<file path="src/rtl/mult_matrix_seq_pkg.sv">
// Shared types and sizing helpers for the matrix job sequencer.
// N_RD shrinks to SIZE when MATRIX_SEQ_SKEW_EN is defined (block skews raw rows itself).
package mult_matrix_seq_pkg;

  typedef enum logic [1:0] {
    IDLE,
    FEED,
    FLUSH,
    DONE
  } state_t;

  function automatic int n_feed(input int size);
    return 2 * size - 1;
  endfunction

  function automatic int n_rd(input int size);
`ifdef MATRIX_SEQ_SKEW_EN
    return size;
`else
    return n_feed(size);
`endif
  endfunction

  // Job cycle counter must reach the done cycle, 3 + lat + size.
  function automatic int cnt_w(input int size, input int lat);
    return $clog2(lat + size + 4);
  endfunction

endpackage

</file>
<file path="src/rtl/matrix_skew_line.sv">
// Diagonal skew: column c of the row is delayed c cycles, zero-filled from reset.
// Column 0 is combinational pass-through; no backpressure.
module matrix_skew_line #(
  parameter int DATA_SIZE = 4,
  parameter int SIZE      = 3
) (
  input  logic                      clk,
  input  logic                      rst,
  input  logic [DATA_SIZE*SIZE-1:0] row_in,
  output logic [DATA_SIZE*SIZE-1:0] row_out
);

  for (genvar c = 0; c < SIZE; c++) begin : g_col
    localparam int HI = (SIZE - c) * DATA_SIZE - 1;
    if (c == 0) begin : g_pass
      assign row_out[HI -: DATA_SIZE] = row_in[HI -: DATA_SIZE];
    end else begin : g_dly
      logic [DATA_SIZE-1:0] sr [c];
      always_ff @(posedge clk) begin
        if (rst) begin
          for (int s = 0; s < c; s++) sr[s] <= '0;
        end else begin
          sr[0] <= row_in[HI -: DATA_SIZE];
          for (int s = 1; s < c; s++) sr[s] <= sr[s-1];
        end
      end
      assign row_out[HI -: DATA_SIZE] = sr[c-1];
    end
  end

endmodule

</file>
<file path="src/rtl/mult_matrix_seq.sv">
// Matrix job sequencer: reads a job from row memory, streams it, flags out_valid, pulses done.
// Row k leaves 3+k cycles after start; no backpressure. Optional MATRIX_SEQ_SKEW_EN skews raw rows.
module mult_matrix_seq
  import mult_matrix_seq_pkg::*;
#(
  parameter int DATA_SIZE  = 4,
  parameter int SIZE       = 3,
  parameter int ADDR_W     = 8,
  parameter int REVERT_LAT = 3
) (
  input  logic                      clk,
  input  logic                      rst,
  input  logic                      start,
  input  logic [ADDR_W-1:0]         base_addr,
  output logic                      rd_en,
  output logic [ADDR_W-1:0]         rd_addr,
  input  logic [DATA_SIZE*SIZE-1:0] rd_data,
  output logic [DATA_SIZE*SIZE-1:0] input_stream,
  output logic                      out_valid,
  output logic                      busy,
  output logic                      done
);

  localparam int W  = DATA_SIZE * SIZE;
  localparam int NF = n_feed(SIZE);
  localparam int NR = n_rd(SIZE);
  localparam int CW = cnt_w(SIZE, REVERT_LAT);
  localparam int RW = $clog2(NR + 1);

  localparam logic [CW-1:0] C_ONE      = CW'(1);
  localparam logic [CW-1:0] C_ST_FIRST = CW'(3);
  localparam logic [CW-1:0] C_ST_LAST  = CW'(2 + NF);
  localparam logic [CW-1:0] C_OV_FIRST = CW'(3 + REVERT_LAT);
  localparam logic [CW-1:0] C_OV_LAST  = CW'(2 + REVERT_LAT + SIZE);
  localparam logic [CW-1:0] C_PRE_DONE = CW'(2 + REVERT_LAT + SIZE);
  localparam logic [RW-1:0] C_NR       = RW'(NR);

  state_t          state, state_nxt;
  logic [CW-1:0]   cyc, cyc_nxt;
  logic [RW-1:0]   rd_idx;
  logic [W-1:0]    stream_src;
  logic            stream_ld;

  // cyc is the cycle number relative to the accepted start edge; 0 while idle.
  always_comb begin
    state_nxt = state;
    cyc_nxt   = cyc;
    case (state)
      IDLE: if (start) begin
        state_nxt = FEED;
        cyc_nxt   = C_ONE;
      end
      FEED: begin
        cyc_nxt = cyc + C_ONE;
        if (cyc == C_PRE_DONE)     state_nxt = DONE;
        else if (cyc == C_ST_LAST) state_nxt = FLUSH;
      end
      FLUSH: begin
        cyc_nxt = cyc + C_ONE;
        if (cyc == C_PRE_DONE) state_nxt = DONE;
      end
      DONE: begin
        state_nxt = IDLE;
        cyc_nxt   = '0;
      end
      default: begin
        state_nxt = IDLE;
        cyc_nxt   = '0;
      end
    endcase
  end

  always_ff @(posedge clk) begin
    if (rst) begin
      state <= IDLE;
      cyc   <= '0;
    end else begin
      state <= state_nxt;
      cyc   <= cyc_nxt;
    end
  end

  // rd_idx counts reads issued so far, including the one on the bus now.
  always_ff @(posedge clk) begin
    if (rst) begin
      rd_en   <= 1'b0;
      rd_addr <= '0;
      rd_idx  <= '0;
    end else if (state == IDLE && start) begin
      rd_en   <= 1'b1;
      rd_addr <= base_addr;
      rd_idx  <= RW'(1);
    end else if (rd_en) begin
      if (rd_idx == C_NR) begin
        rd_en <= 1'b0;
      end else begin
        rd_addr <= rd_addr + 1'b1;
        rd_idx  <= rd_idx + RW'(1);
      end
    end
  end

`ifdef MATRIX_SEQ_SKEW_EN
  logic         rd_vld;
  logic [W-1:0] skew_in;

  always_ff @(posedge clk) begin
    if (rst) rd_vld <= 1'b0;
    else     rd_vld <= rd_en;
  end

  // Only real read data enters the skew line, so trailing diagonals fill with zeros.
  assign skew_in = rd_vld ? rd_data : '0;

  matrix_skew_line #(
    .DATA_SIZE (DATA_SIZE),
    .SIZE      (SIZE)
  ) u_skew (
    .clk     (clk),
    .rst     (rst),
    .row_in  (skew_in),
    .row_out (stream_src)
  );
`else
  assign stream_src = rd_data;
`endif

  assign stream_ld = (cyc_nxt >= C_ST_FIRST) && (cyc_nxt <= C_ST_LAST);

  always_ff @(posedge clk) begin
    if (rst) begin
      input_stream <= '0;
      out_valid    <= 1'b0;
      busy         <= 1'b0;
      done         <= 1'b0;
    end else begin
      input_stream <= stream_ld ? stream_src : '0;
      out_valid    <= (cyc_nxt >= C_OV_FIRST) && (cyc_nxt <= C_OV_LAST);
      busy         <= (state_nxt != IDLE);
      done         <= (state_nxt == DONE);
    end
  end

endmodule

</file>
<file path="config.mk">
export PLATFORM = sky130hd
export DESIGN_NAME = mult_matrix_seq
export DESIGN_NICKNAME = d
export VERILOG_FILES = /design/src/rtl/mult_matrix_seq_pkg.sv /design/src/rtl/matrix_skew_line.sv /design/src/rtl/mult_matrix_seq.sv
export SDC_FILE = /design/constraint.sdc
export NUM_CORES = 1
export LEC_CHECK = 0
export ABC_AREA = 1
export CELL_PAD_IN_SITES_DETAIL_PLACEMENT = 2
export CELL_PAD_IN_SITES_GLOBAL_PLACEMENT = 2
export CORE_ASPECT_RATIO = 1.25
export CORE_UTILIZATION = 25
export DETAILED_ROUTE_END_ITERATION = 10
export PLACE_DENSITY_LB_ADDON = 0.1
export SYNTH_ARGS = -nofsm -noshare
export SYNTH_HDL_FRONTEND = slang
export SYNTH_SLANG_ARGS = --single-unit
</file>
<file path="constraint.sdc">
create_clock -name clk -period 2.79 [get_ports clk]
set_input_delay 0.279 -clock clk [delete_from_list [all_inputs] [get_ports clk]]
set_output_delay 0.279 -clock clk [all_outputs]
set_load 0.01 [all_outputs]
</file>
# After elaboration in Yosys (flattened, before gate mapping)
# Cells that the tools add are included.
# word_totals
ff_bits,33
in_bits,23
out_inout_bits,24
word_cells,54
# classes
add_sub_neg,3
n_lt_le_gt_ge,4
n_eq_ne,8
n_mux,16
bitwise,2
reduce_logical,11
# op_table
op,count
$mux 8,3
$pmux 4 s3,1
$add 8x1->8 const B,1
$mux 2,4
$pmux 2 s4,1
$eq 2x2->1 const B,3
$mux 1,6
$reduce_or 2->1,3
$add 4x1->4 const B,1
$eq 4x3->1 const B,1
$eq 4x4->1 const B,1
$ge 4x2->1 const B,1
$ge 4x3->1 const B,1
$le 4x3->1 const B,1
$le 4x4->1 const B,1
$mux 4,1
$reduce_and 2->1,2
$reduce_bool 2->1,2
$add 3x1->3 const B,1
$eq 3x3->1 const B,1
$logic_and 1x1->1,3
$eq 2x1->1 const B,1
$logic_not 2->1,1
$ne 2x2->1 const B,1
$not 1->1,2

# Longest topological paths before layout
# Gate-level depths: netlist of run 1.
# depth
depth_word,7
ltp_mapped,11
depth_no_buf,11

# Least setup slack after synthesis of run 1
# No wires, ideal clock.
# synth_timing
kind,register -> register
from,register state[1]
to,register input_stream[0]
setup_time_ns,0.061
t_arrival_ns,1.439
required_ns,2.729
slack_ns,1.290
path_stages_with_launch,12
n_path_buf,1
period_less_slack_ns,1.500
path_cell_list,dfxtp_1 > inv_1 > ha_1 > inv_1 > nor2_1 > nand3_1 > o21ai_2 > nand2_2 > nand2_2 > nand2_4 > buf_12 > nor2_4
# synth_between
elab_chain_cells,7
word_cells_on_any_way,11
cone_classes,2 x order compare; 3 x eq/ne; 1 x mux; 1 x bitwise; 4 x reduce/logical
# synth_lines
element,line_no,text
"start, declared",mult_matrix_seq.sv:38,"state_t state, state_nxt;"
"start signal, assigned",mult_matrix_seq.sv:78,state <= state_nxt;
$eq 2x2->1 or $eq 2x1->1 (tied branches),mult_matrix_seq.sv:48,case (state)
$reduce_or 2->1 (no line),n/a,
$pmux 4 s3 *,mult_matrix_seq.sv:48,
$ge 4x2->1 or $le 4x3->1 (tied branches),mult_matrix_seq.sv:128,assign stream_ld = (cyc_nxt >= C_ST_FIRST) && (cyc_nxt <= C_ST_LAST);
$logic_and 1x1->1 *,mult_matrix_seq.sv:128,
$not 1->1 (no line) *,n/a,
$reduce_or 2->1 (no line) *,n/a,
"end signal, assigned",mult_matrix_seq.sv:137,input_stream <= stream_ld ? stream_src : '0;
"end, declared",mult_matrix_seq.sv:18,"output logic [DATA_SIZE*SIZE-1:0] input_stream,"
# Every way passes the cells marked *; elsewhere a longest branch is shown, timed or not.
# A chain may end at the register's enable or synchronous reset.

# Worst setup path after layout of run 1
# layout_timing
from,register state[1]
to,register input_stream[3]
# Same word-level chain as after synthesis.

==> impl_metrics.py, run 1 <==
metrics = {
    "critical_path": {
        "slowest_stage": "dfxtp_1",
        "path_class": "reg2reg",
        "cp-startpoint": "state[1]",
        "rrSetupSlack_ns": 1.03,
        "critPathMaxStageDelay_ns": 0.39,
        "crit_fanout": 12,
        "cp.arrival_ns": 1.98,
        "end_kind": "flip-flop",
        "critPathTopFamily": "simple AND/OR/NAND/NOR gates",
        "worstPathCellList": "inv_1 > ha_1 > inv_1 > nor2_1 > nand3_1 > o21ai_2 > nand2_2 > nand2_2 > nand2_4 > nor2_4",
        "startpoint_type": "flip-flop",
        "critPathBufInv": 2,
        "reg2reg_from": "state[1]",
        "worstPathRequired_ns": 3.02,
    },
    "floorplanning": {
        "die_w_um": 74.9,
        "core_sq_mm": 0.00629,
        "dieArea_sq_mm": 0.00698,
        "ios": 47,
        "placementRows": 32,
        "start_util_pct": 26.4,
        "die-height_um": 93.2,
    },
    "sta": {
        "drv_slew": 0,
        "tns_ns": 0,
        "fin_crit_ns": 1.76,
        "slew_headroom_pct": 73.0,
        "skew_ns": 0.00411,
        "fin_crit_sh_pct": 62.9,
        "hold_viol_final": 0,
        "worst_pin_slew_ns": 0.404,
        "setup_viol": 0,
        "max_freq_mhz": 570,
        "rsz0062_at_grt": "no",
    },
    "synth": {
        "yosys_warnings": 0,
        "synth_xor_area_share_pct": 1.05,
        "syn_inst": 221,
        "synth_edf_count": 0,
        "syn_area_per_cell_sq_um": 7.52,
        "ys_types": 25,
        "syn_area_sq_mm": 0.00166,
        "synth_top_family_by_area": "simple AND/OR/NAND/NOR gates",
        "synth_seq_area_share_pct": 39.8,
        "synth-compound-area-share_pct": 8.73,
        "synthFlopType": "dfxtp_1",
        "syn-num-nets": 253,
        "synthSimpleGateAreaFrac_pct": 31.9,
        "synth_mux_area_share_pct": 0,
        "synth-async-reset-ratio_pct": 0,
        "ys_seq_elements": 33,
        "yosys.area_share.adder_pct": 6.78,
    },
    "clock_tree": {
        "clockBufferDepth": 2,
        "post_cts_resized": 0,
        "cts_setup_buffers": 0,
        "clock-sinks": 33,
        "htreeDepth": 2,
        "worstSkewPairLatency_ns": 0.28,
        "cts_root_buf": "clkbuf_8",
        "cts_tree": "yes",
        "postCtsHoldBufs": 0,
        "path_clk_slew_ns": 0.07,
        "cts_inserted_buffers": 5,
    },
    "drt": {
        "via_count": 1531,
        "wl_um": 4700,
        "viasPerCell": 4.29,
        "drt_iter0_markers": 30,
        "drcViolationCount": 0,
        "wl_per_cell_um": 13.2,
        "ant_nets": 0,
        "drtPass1Iterations": 2,
    },
    "global_routing": {
        "grt-ovfl-total": 0,
        "grt_pass1_vias": 1642,
        "grt_util_all_layers_pct": 15.3,
        "grt_pass1_wl_um": 7890,
        "antenna_found_initial": 0,
        "grt_max_degree": 13,
    },
    "layout": {
        "postLayoutCellArea_sq_mm": 0.00232,
        "syn_to_final_growth_pct": 39.7,
        "layout-drive-gt1-share_pct": 11.4,
        "seq_area_sq_um": 661,
        "multiInputGateArea_sq_um": 805,
        "fin_nets": 303,
        "nFillCells": 762,
        "n_antenna_cell": 0,
    },
    "place": {
        "hpwl_um": 3820,
        "placed_cell_area_sq_mm": 0.00220,
        "port-buffer-count": 46,
        "gp_congestion": 0.709,
    },
    "run": {
        "max_cap_viol_count": 0,
    },
    "power_and_ir_drop": {
        "p_leak_nw": 1.03,
        "total_power_mw": 1.16,
        "p_per_area_mw_per_mm2": 500,
        "vdd_drop_max_v": 0.000161,
    },
    "hold_path": {
        "hold_start": "rd_idx[2]",
        "hold_class": "reg2reg",
    },
    "status": {
        "outcome": "finished clean",
    },
}
-- cell usage in the layout, fill, tap and decap left out, types with 2 or more instances in the layout --
cell	instances
inv_1	40
o21ai_2	3
o211ai_1	2
inv_2	3
xor2_1	2
nor3_1	2
nand3_1	19
dfxtp_1	33
clkbuf_8	6
nand2_1	48
nand2_2	4
a211oi_1	2
nor2_1	19
clkdlybuf4s50_1	46
nor2_4	10
a21oi_1	7
o21ai_0	7
ha_1	9
-- sequential cells by signal (all words and copies together) (netlist names) --
register      cells
input_stream     12
rd_addr           8
cyc               4
rd_idx            3
state             2
busy              1
done              1
out_valid         1
rd_en             1
-- cells by family after synthesis --
| kind of cell | count (synthesis) |
|---|---|
| simple gates | 106 |
| buf+inv | 47 |
| flops | 33 |
| compound gates | 24 |
| fa+ha+maj | 9 |
| xor+xnor | 2 |
-- synthesized netlist by cell type, types with 3 or more instances --
| master | instances | share of area [%] |
|---|---|---|
| inv_2 | 3 | 0.68 |
| inv_1 | 40 | 9.0 |
| o21ai_2 | 3 | 1.6 |
| ha_1 | 9 | 6.8 |
| nor2_4 | 10 | 6.8 |
| dfxtp_1 | 33 | 40 |
| o21ai_0 | 7 | 2.1 |
| nand3_1 | 19 | 5.7 |
| nor2_1 | 19 | 4.3 |
| nand2_1 | 48 | 11 |
| nand2_2 | 4 | 1.5 |
| a21oi_1 | 7 | 2.1 |
| buf_2 | 3 | 0.90 |
-- where the power goes --
part / internal, mW / switching [mW]
Combinational: 0.0824 / 0.0886
Clock: 0.290 / 0.186
Sequential: 0.490 / 0.0230
Total: 0.863 / 0.297
-- area by class of cell --
class | instances | area share, %
tap | 85 | 4.58
multi-input combinational | 141 | 34.7
timing repair buffer | 47 | 20.2
sequential | 33 | 28.5
clock buffer | 6 | 3.56
clock inverter | 2 | 1.62
inverter | 43 | 6.95
-- final timing paths --
path / cells past startpoint / endpoint
setup reg to reg: 10 / input_stream[3]
hold / removal: 2 / rd_idx[2]
hold reg to reg: 2 / rd_idx[2]
setup / recovery: 10 / input_stream[3]
-- tightest hold or removal path: cells and delay by family (launching register included) --
family | cells | cell delay [ns]
DFF | 1 | 0.34
and+or+nand+nor | 1 | 0.07
AOI/OAI and AO/OA | 1 | 0.06
-- per-stage QoR --
stage	hold slack, ns	setup WS [ns]	std cells	util, %
after global routing	0.526	0.822	357	36.9
after floorplan	0.391	1.29	221	-
after global placement	0.494	0.923	349	35.0
after CTS	0.511	0.991	357	36.9
final	0.503	1.03	357	36.9
after detailed placement	0.502	0.883	349	35.0
-- layer usage --
layer  vias up  part of all wire, %  GRT usage (%)
li1        780                    -              -
met1       729                   40           16.1
met2        16                   56           29.4
met3         6                  1.9           2.91
met4         0                  1.4           4.72
met5         -                    0              0
(Power assumes the default switching activity.)
==> inputs of run 2 (changes only) <==
clock period = 1.8 ns   (was 2.79 ns; I/O delays follow)
==> run 2 against run 1 <==
- cell count increased by 1.4%
- clock power increased by 28%
- first-iteration DRC count shrank 10%
- sequential power is 55% higher
- via count is 1.7% higher
- largest cell class unchanged
- die area stayed put
- critical endpoint is now input_stream[9]
- total power grew 45%
==> impl_metrics.py, run 2 (same netlist as run 1, synthesis figures left out) <==
metrics = {
    "sta": {
        "max_freq_mhz": 616,
        "holdWs_ns": 0.431,
        "worst_pin_slew_ns": 0.303,
        "tns_ns": 0,
        "skew_ns": 0.00710,
        "fin_crit_sh_pct": 90.1,
        "drv_slew": 0,
        "hold_viol_final": 0,
        "slew_headroom_pct": 79.8,
        "fin_crit_ns": 1.62,
        "setup_viol": 0,
    },
    "global_routing": {
        "grt_max_degree": 13,
        "antenna_found_initial": 0,
        "grt_pass1_vias": 1655,
        "grt_pass1_wl_um": 7750,
        "grt_util_all_layers_pct": 15.0,
        "grt-ovfl-total": 0,
    },
    "place": {
        "port-buffer-count": 46,
        "hpwl_um": 3820,
        "gp_congestion": 0.665,
        "placed_cell_area_sq_mm": 0.00223,
    },
    "power_and_ir_drop": {
        "vdd_drop_max_v": 0.000371,
        "total_power_mw": 1.68,
        "p_leak_nw": 1.04,
        "p_per_area_mw_per_mm2": 713,
    },
    "critical_path": {
        "cp.arrival_ns": 1.85,
        "slowest_stage": "dfxtp_2",
        "path_class": "reg2reg",
        "critPathMaxStageDelay_ns": 0.36,
        "end_kind": "flip-flop",
        "worstPathCellList": "inv_1 > ha_1 > inv_1 > nor2_2 > nand3_1 > o21ai_2 > nand2_2 > nand2_4 > nand2_4 > nor2_4",
        "startpoint_type": "flip-flop",
        "crit_fanout": 6,
        "worstPathRequired_ns": 2.03,
    },
    "floorplanning": {
        "core_sq_mm": 0.00629,
        "die_w_um": 74.9,
        "dieArea_sq_mm": 0.00698,
        "start_util_pct": 26.4,
        "die-height_um": 93.2,
        "placementRows": 32,
        "ios": 47,
    },
    "layout": {
        "multiInputGateArea_sq_um": 832,
        "largest_reg_flops": 12,
        "nFillCells": 749,
        "postLayoutCellArea_sq_mm": 0.00236,
        "top_register": "input_stream",
        "final_cell_mix": "48 x nand2_1, 46 x clkdlybuf4s50_1, 40 x inv_1",
        "syn_to_final_growth_pct": 41.9,
        "fin_nets": 308,
        "n_antenna_cell": 0,
        "mostFrequentLayoutCell": "nand2_1",
        "layout-drive-gt1-share_pct": 14.1,
        "seq_area_sq_um": 663,
        "top_regs": "input_stream (12), rd_addr (8), cyc (4)",
    },
    "clock_tree": {
        "path_clk_slew_ns": 0.07,
        "cts_root_buf": "clkbuf_8",
        "clock-sinks": 33,
        "clockBufferDepth": 2,
        "cts_setup_buffers": 0,
        "htreeDepth": 2,
        "cts_tree": "yes",
        "worstSkewPairLatency_ns": 0.29,
        "cts_inserted_buffers": 5,
    },
    "drt": {
        "drt_iter0_markers": 27,
        "drcViolationCount": 0,
        "wl_per_cell_um": 13.6,
        "ant_nets": 0,
        "via_count": 1557,
        "viasPerCell": 4.30,
        "wl_um": 4910,
        "drtPass1Iterations": 2,
    },
    "status": {
        "outcome": "finished clean",
    },
    "run": {
        "max_cap_viol_count": 0,
    },
    "hold_path": {
        "hold_class": "in2reg",
    },
}
run 2: per-layer routing:
| metal | wire [um] | vias to the layer above | GRT usage [%] | share of wire, % |
|---|---|---|---|---|
| li1 | - | 789 | - | - |
| met2 | 2730 | 18 | 28.9 | 56 |
| met4 | 44 | 0 | 3.77 | 0.90 |
| met3 | 118 | 4 | 3.34 | 2.4 |
| met5 | 0 | - | 0 | 0 |
| met1 | 2020 | 746 | 15.7 | 41 |
run 2: timing repair:
action,4_1_cts,5_1_grt
hold buffers,0,0
setup endpoints to repair,0,13
gates resized for setup,0,5
run 2: worst paths after layout:
kind,start,end,slack (ns),cells after the start
setup / recovery,state[1],input_stream[9],0.18,10
hold / removal,rd_data[6],input_stream[6],0.43,3
setup reg to reg,state[1],input_stream[9],0.18,10
hold reg to reg,rd_addr[7],rd_addr[7],0.52,2
run 2: through the flow:
step | utilization [%] | worst slack [ns] | instances
detailed placement | 35.5 | 0.0381 | 353
finish | 37.5 | 0.178 | 362
floorplan | - | 0.300 | 221
CTS | 37.0 | 0.0231 | 361
global route | 37.5 | -0.00208 | 362
global placement | 35.5 | 0.122 | 353
run 2: cell type report:
| cell class | count | area share (%) |
|---|---|---|
| Clock buffer | 6 | 3.50 |
| Multi-Input combinational cell | 142 | 35.3 |
| Tap cell | 85 | 4.51 |
| Sequential cell | 33 | 28.1 |
| Timing Repair Buffer | 51 | 21.1 |
| Inverter | 43 | 6.85 |
| Clock inverter | 2 | 0.584 |
run 2: power by group:
group / total (mW) / internal (mW) / switching [mW]
logic: 0.276 / 0.136 / 0.140
registers: 0.794 / 0.760 / 0.0343
clock network: 0.610 / 0.310 / 0.300
run 2: critical path, delay by kind of cell (launching register included):
kind	cells	cell delay [ns]
buffers and inverters	2	0.14
AOI/OAI and AO/OA	1	0.10
DFF	1	0.36
and+or+nand+nor	6	0.66
adders and majority gates	1	0.32
==> inputs of run 3 (changes only) <==
CTS_CLUSTER_SIZE = 24   (was unset)
==> results of run 3 <==
The final DEF is identical to that of run 2; final timing and power are the same.
